===== src/rtl/mem_wb_stage.sv =====
`default_nettype none
// ============================================================================
//  Module   : mem_wb_stage
//  Purpose  : Memory-access stage and MEM/WB pipeline register. LDR/STR are
//             issued on a req/ack data-memory port. The upstream pipeline is
//             stalled while an access is outstanding. The block drives the
//             register-file write port.
//  Ports    : clk, rst                      - clock, async active-high reset
//             mem_r_en, mem_w_en            - load / store in MEM
//             wb_en_in, dest_in             - register writeback request
//             alu_res, st_val               - address/value, store data
//             freeze                        - upstream stall (combinational)
//             mem_req/we/addr/wdata         - memory request side
//             mem_rdata, mem_ack            - memory response side
//             wb_en, wb_dest, wb_value      - register-file write port
//             mem_err                       - sticky access-timeout flag
//  Revision : 1.0 - initial release
// ============================================================================
module mem_wb_stage #(
    parameter int BASE_ADDR = 1024,
    parameter int ADDR_W    = 16,
    parameter int TIMEOUT   = 255
) (
    input  logic              clk,
    input  logic              rst,
    input  logic              mem_r_en,
    input  logic              mem_w_en,
    input  logic              wb_en_in,
    input  logic [3:0]        dest_in,
    input  logic [31:0]       alu_res,
    input  logic [31:0]       st_val,
    output logic              freeze,
    output logic              mem_req,
    output logic              mem_we,
    output logic [ADDR_W-1:0] mem_addr,
    output logic [31:0]       mem_wdata,
    input  logic [31:0]       mem_rdata,
    input  logic              mem_ack,
    output logic              wb_en,
    output logic [3:0]        wb_dest,
    output logic [31:0]       wb_value,
    output logic              mem_err
);

    localparam logic [0:0] S_IDLE = 1'b0;
    localparam logic [0:0] S_BUSY = 1'b1;

    // Counter value seen in the last BUSY cycle allowed before abort, so the
    // access is abandoned after exactly TIMEOUT un-acked BUSY cycles.
    localparam logic [7:0] c_TO_LAST = 8'(TIMEOUT - 1);

    logic [0:0]        r_state;
    logic [7:0]        r_cnt;
    logic              r_hold_wb_en;
    logic [3:0]        r_hold_dest;

    logic              w_memop;
    logic              w_timeout;
    logic [ADDR_W-1:0] w_addr;

    assign w_memop   = mem_r_en | mem_w_en;
    assign w_timeout = (r_cnt == c_TO_LAST);

    // Subtraction wraps modulo 2^32; low-memory addresses alias silently.
    assign w_addr = ADDR_W'((alu_res - 32'(BASE_ADDR)) >> 2);

    // Nothing needs to stall while the stage is held in reset.
    assign freeze = ~rst & (((r_state == S_IDLE) & w_memop) |
                            ((r_state == S_BUSY) & ~mem_ack));

    always_ff @(posedge clk or posedge rst) begin
        if (rst) begin
            r_state      <= S_IDLE;
            r_cnt        <= 8'd0;
            r_hold_wb_en <= 1'b0;
            r_hold_dest  <= 4'd0;
            mem_req      <= 1'b0;
            mem_we       <= 1'b0;
            mem_addr     <= '0;
            mem_wdata    <= 32'd0;
            wb_en        <= 1'b0;
            wb_dest      <= 4'd0;
            wb_value     <= 32'd0;
            mem_err      <= 1'b0;
        end else begin
            case (r_state)
                S_IDLE: begin
                    if (w_memop) begin
                        mem_addr     <= w_addr;
                        mem_wdata    <= st_val;
                        mem_we       <= mem_w_en & ~mem_r_en;
                        r_hold_wb_en <= wb_en_in;
                        r_hold_dest  <= dest_in;
                        mem_req      <= 1'b1;
                        r_cnt        <= 8'd0;
                        wb_en        <= 1'b0;
                        r_state      <= S_BUSY;
                    end else begin
                        wb_en    <= wb_en_in;
                        wb_dest  <= dest_in;
                        wb_value <= alu_res;
                    end
                end
                S_BUSY: begin
                    // Ack takes priority over a coincident timeout.
                    if (mem_ack) begin
                        mem_req <= 1'b0;
                        r_state <= S_IDLE;
                        if (mem_we) begin
                            wb_en <= 1'b0;
                        end else begin
                            wb_en    <= r_hold_wb_en;
                            wb_dest  <= r_hold_dest;
                            wb_value <= mem_rdata;
                        end
                    end else if (w_timeout) begin
                        mem_req <= 1'b0;
                        mem_err <= 1'b1;
                        wb_en   <= 1'b0;
                        r_state <= S_IDLE;
                    end else begin
                        r_cnt <= r_cnt + 8'd1;
                    end
                end
                default: begin
                    r_state <= S_IDLE;
                    mem_req <= 1'b0;
                end
            endcase
        end
    end

endmodule
`default_nettype wire


===== config.mk =====
export PLATFORM = sky130hd
export DESIGN_NAME = mem_wb_stage
export DESIGN_NICKNAME = d
export VERILOG_FILES = /design/src/rtl/mem_wb_stage.sv
export SDC_FILE = /design/constraint.sdc
export NUM_CORES = 1
export LEC_CHECK = 0
export BUFFER_PORTS_ARGS = -buffer_cell sky130_fd_sc_hd__buf_2
export CORE_MARGIN = 4
export CORE_UTILIZATION = 44
export CTS_BUF_LIST = sky130_fd_sc_hd__clkbuf_8
export CTS_CLUSTER_DIAMETER = 120
export DETAILED_ROUTE_END_ITERATION = 8
export PLACE_DENSITY = 0.88
export SYNTH_ARGS = -nofsm -noshare
export SYNTH_HDL_FRONTEND = slang
export SYNTH_SLANG_ARGS = --single-unit

===== constraint.sdc =====
create_clock -name clk -period 2.7 [get_ports clk]
set_input_delay 0.135 -clock clk [delete_from_list [all_inputs] [get_ports clk]]
set_output_delay 0.135 -clock clk [all_outputs]
set_load 0.02 [all_outputs]

# == Yosys cells after proc, flatten, opt, wreduce, memory -nomap -nowiden ==
# Cells that the tools add are included.
# classes
n_addsub,2
n_mul,0
div_mod_pow,0
magnitude_cmp,0
n_eq_ne,8
n_shift,0
n_mux,24
n_bitwise,10
n_reduce_logical,5
# op_table
cell,n
$mux 32,3
$pmux 32 s2,1
$mux 8,3
$sub 18x11->18 const B,1
$pmux 8 s2,1
$mux 4,3
$ne 2x2->1 const B,6
$mux 1,9
$reduce_and 3->1,3
$add 8x1->8 const B,1
$eq 8x8->1 const B,1
$pmux 4 s2,1
$pmux 1 s2,3
$and 1x1->1,4
$not 1->1,4
$reduce_and 2->1,2
$ne 3x2->1 const B,1
$or 1x1->1,2
# totals
regBits,102
latchBits,0
ramBits,0
rom_bits,0
inputBits,106
out_inout_bits,89
word_cells,61
memories,0

# == Logic depth before layout (Yosys ltp) ==
# depth
depth_word,4
mapped_depth,7
ltp_nobuf,6

# == Least setup slack after synthesis ==
# OpenSTA, ideal clock, no wires.
# synth_path
path_kind,in2out
start,input rst
end,output freeze
arrival_time_ps,2813
required_ps,2565
setup_slack_ps,-248
path_stages,2
path_buffers,0
path_cell_list,inv_1 > o311a_1
# synth_via
elab_chain_len,2
# synth_lines
element,line,rtl
from (decl),25,"input logic rst,"
$not 1->1,68,assign freeze = ~rst & (((r_state == S_IDLE) & w_memop) |
$and 1x1->1,68,
to (decl),32,"output logic freeze,"
# No other way between the ends.

# == Final worst setup path ==
# layout_path
start,register r_state
end,register r_cnt[4]
# layout_via
elab_chain_len,3
word_cells_on_any_way,6
cone_classes,3 x eq/ne; 1 x mux; 1 x bitwise; 1 x reduce/logical
# layout_lines
element,line,rtl
from (decl),52,logic [0:0] r_state;
from (signal assigned),73,r_state <= S_IDLE;
from (signal assigned),97,r_state <= S_BUSY;
from (signal assigned),108,r_state <= S_IDLE;
$not 1->1 (no line),--,
$ne 2x2->1 (no line),--,
$reduce_and 3->1 (no line),--,
to (signal assigned),122,r_cnt <= r_cnt + 8'd1;
to (decl),53,logic [7:0] r_cnt;
# Parallel ways exist; a longest one is shown, timed or not.
# A chain may end at the register's enable or synchronous reset.

==> impl_metrics.json <==
{
  "place.detailed.hpwl_um": 8630,
  "critPathMaxFanout": 29,
  "drc_violations_left": 0,
  "synth_xor_xnor_area_share": 0.0139,
  "syn_nets": 566,
  "cp_data_arrival_time_ns": 2.27,
  "max_slew_margin": 0.324,
  "reg2reg_slack_ns": 0.67,
  "ys_ff_latch": 102,
  "number_of_global_route_vias_before_repair": 4251,
  "syn_area_per_cell_um2": 9.67,
  "post_synth_mux_area_share": 0.0861,
  "post_cts_buffers": 0,
  "critical_path_required_ns": 2.93,
  "holdCritPathClass": "in -> reg",
  "clkLatencyLatePin_ns": 0.35,
  "postCtsResizedCells": 0,
  "rsz0062_at_grt": "false",
  "drv_slew": 0,
  "cells_after_synth": 457,
  "cts_htree_levels": 3,
  "cts.reportedPaths.clkPinSlew_ns": 0.09,
  "grt.overflow.total": 0,
  "tns_ns": 0,
  "cts_buffers": 9,
  "grt_start_max_net_pins": 103,
  "layout.cells.most_common": "sky130_fd_sc_hd__buf_2",
  "drive_above_1_share": 0.321,
  "floorplan.die.height_um": 108,
  "worst-r2r-cell-count": 5,
  "yosys.area_share.adder": 0.00850,
  "fmax_mhz": 492,
  "synth_flop_cell": "sky130_fd_sc_hd__dfrtp_1",
  "drtIter0Drc": 200,
  "cts_root_buf": "sky130_fd_sc_hd__clkbuf_8",
  "cts_tree": "built",
  "track_usage": 0.215,
  "startpoint": "r_state",
  "synth_compound_area_frac": 0.0807,
  "grt_antenna_before_repair": 0,
  "drtPass1Iterations": 5,
  "clk_path_buf_depth": 2,
  "vias_per_cell": 5.05,
  "synth_seq_area_share": 0.578,
  "wl_per_cell_um": 15.3,
  "cts_sinks": 102,
  "synth_cell_types": 37,
  "maximum_resistive_drop_on_vdd_mv": 0.494,
  "timing.setup.critical_path_class": "reg -> reg",
  "site_row_count": 36,
  "synth_cell_area_um2": 4420,
  "edff_count_synth": 0,
  "synth-warning-count": 0,
  "post-route-min-period_ns": 2.03,
  "tightestPinTransition_ns": 1.01,
  "met2_length_um": 6650,
  "most-common-layout-cells": "sky130_fd_sc_hd__buf_2, sky130_fd_sc_hd__nand2_1, sky130_fd_sc_hd__dfrtp_1",
  "port_buffers": 194,
  "floorplan.io_pins": 195,
  "timing.final.crit_share": 0.753,
  "design.final.nets": 798,
  "synth_simple_gate_area_frac": 0.195,
  "postRouteWirelength_um": 12700,
  "timing.final.hold_violations": 0,
  "clock_skew_ns": 0.00950,
  "num_vias": 4178,
  "status": "finished clean",
  "core_area_um2": 9770,
  "top_signal_layer_used": "met4",
  "detailroute.wirelength.met3_um": 868,
  "setup_viol": 0,
  "endpoint": "r_cnt[4]",
  "synth_top_family_by_area": "simple AND/OR/NAND/NOR gates",
  "fillers": 776,
  "synth-async-reset-ratio": 1.00,
  "cts_hold_repair.buffers": 46,
  "area_growth_pct": 39.1,
  "reg2reg_to": "r_cnt[4]",
  "timing.critical_path.from_type": "flop",
  "gpl.final_weighted_congestion": 0.829,
  "grt_first_pass_wirelength_um": 19900,
  "r2r-start": "r_state",
  "placed_instance_area_um2": 5480,
  "die_width_um": 108,
  "fp.dieArea_um2": 11700,
  "detail-route-antenna-nets": 0,
  "initial_utilization": 0.452,
  "power.density_cell_area_nw_per_um2": 960,
  "finish.instance_area_um2": 6140,
  "maxCapViolations": 0,
  "endpoint_kind": "flop",
  "leakage_uw": 0.00325,
  "m1WireLength_um": 4880
}
cell usage after synthesis (3+ instances only):
library cell / count / area share
sky130_fd_sc_hd__dfrtp_1: 102 / 0.58
sky130_fd_sc_hd__a21oi_1: 40 / 0.045
sky130_fd_sc_hd__nor2_1: 42 / 0.036
sky130_fd_sc_hd__nand3_1: 8 / 0.0091
sky130_fd_sc_hd__clkbuf_1: 5 / 0.0042
sky130_fd_sc_hd__xor2_1: 5 / 0.0099
sky130_fd_sc_hd__nand2_1: 150 / 0.13
sky130_fd_sc_hd__inv_1: 5 / 0.0042
sky130_fd_sc_hd__o21ai_0: 12 / 0.014
sky130_fd_sc_hd__buf_4: 9 / 0.015
sky130_fd_sc_hd__nor3_1: 3 / 0.0034
sky130_fd_sc_hd__mux2i_1: 38 / 0.086
sky130_fd_sc_hd__ha_1: 3 / 0.0085
sky130_fd_sc_hd__buf_2: 8 / 0.0091
report_power, final:
| part | switching [uW] | leakage (uW) | internal (uW) | total (uW) |
|---|---|---|---|---|
| logic | 1610 | 0.00193 | 861 | 2470 |
| clock network | 491 | 0.000108 | 472 | 962 |
| registers | 360 | 0.00121 | 2100 | 2460 |
stage by stage:
| step | utilization | power [uW] | worst slack [ns] | instances | hold slack (ns) |
|---|---|---|---|---|---|
| 2_1_floorplan | - | 4020 | 0.493 | 457 | 0.225 |
| 3_3_place_gp | 0.561 | 4800 | 0.757 | 765 | 0.324 |
| 3_5_place_dp | 0.561 | 4910 | 0.659 | 765 | 0.329 |
| 4_1_cts | 0.628 | 5950 | 0.665 | 827 | 0.0508 |
| 5_1_grt | 0.628 | 6270 | 0.595 | 827 | 0.0658 |
| 6_report | 0.629 | 5900 | 0.666 | 828 | 0.0730 |
flip-flops by register name, summed over array words and instances, names as in the netlist:
register,count
mem_err,1
mem_wdata,32
r_hold_wb_en,1
r_state,1
wb_dest,4
mem_req,1
mem_addr,16
r_hold_dest,4
wb_value,32
mem_we,1
wb_en,1
r_cnt,8
layer usage:
layer / vias to the layer above / GRT usage
li1: 1965 / -
met1: 2002 / 0.253
met2: 180 / 0.384
met3: 31 / 0.0418
met4: 0 / 0.0884
met5: - / 0
cell families (layout without fill, tap and decap cells):
family,count (synthesis),count (layout)
xor+xnor,7,7
mux,38,38
buf+inv,30,267
fa+ha+maj,3,3
flops,102,102
compound gates,62,62
simple gates,215,215
other cells,0,1
worst max-delay path: stages, from the launching register on:
cell	delay [ns]
sky130_fd_sc_hd__dfrtp_2	0.62
sky130_fd_sc_hd__buf_4	0.53
sky130_fd_sc_hd__and3b_1	0.25
sky130_fd_sc_hd__o21ai_0	0.17
sky130_fd_sc_hd__o211ai_1	0.23
sky130_fd_sc_hd__o31ai_1	0.11
how the worst min path moves through the flow:
stage                           start       endpoint  slack, ns  cells after the start
after floorplan              mem_r_en         mem_we       0.22                      1
final                     alu_res[10]    mem_addr[8]       0.07                      2
after detailed placement   st_val[30]  mem_wdata[30]       0.33                      3
after CTS                 alu_res[10]    mem_addr[8]       0.05                      2
after global routing      alu_res[30]   wb_value[30]       0.07                      3
after global placement      st_val[3]   mem_wdata[3]       0.32                      3
final cells by class:
class                           instances  area (um2)  share of cell area
Inverter                                6        26.3             0.00428
Tap cell                              133         166              0.0271
Multi-Input combinational cell        325        1710               0.279
Clock buffer                           11         151              0.0246
Timing Repair Buffer                  245        1480               0.241
Clock inverter                          5        50.0             0.00814
Sequential cell                       102        2550               0.416
Antenna cell                            1        2.50            0.000407
No activity file was read; power rests on OpenSTA's default activity.
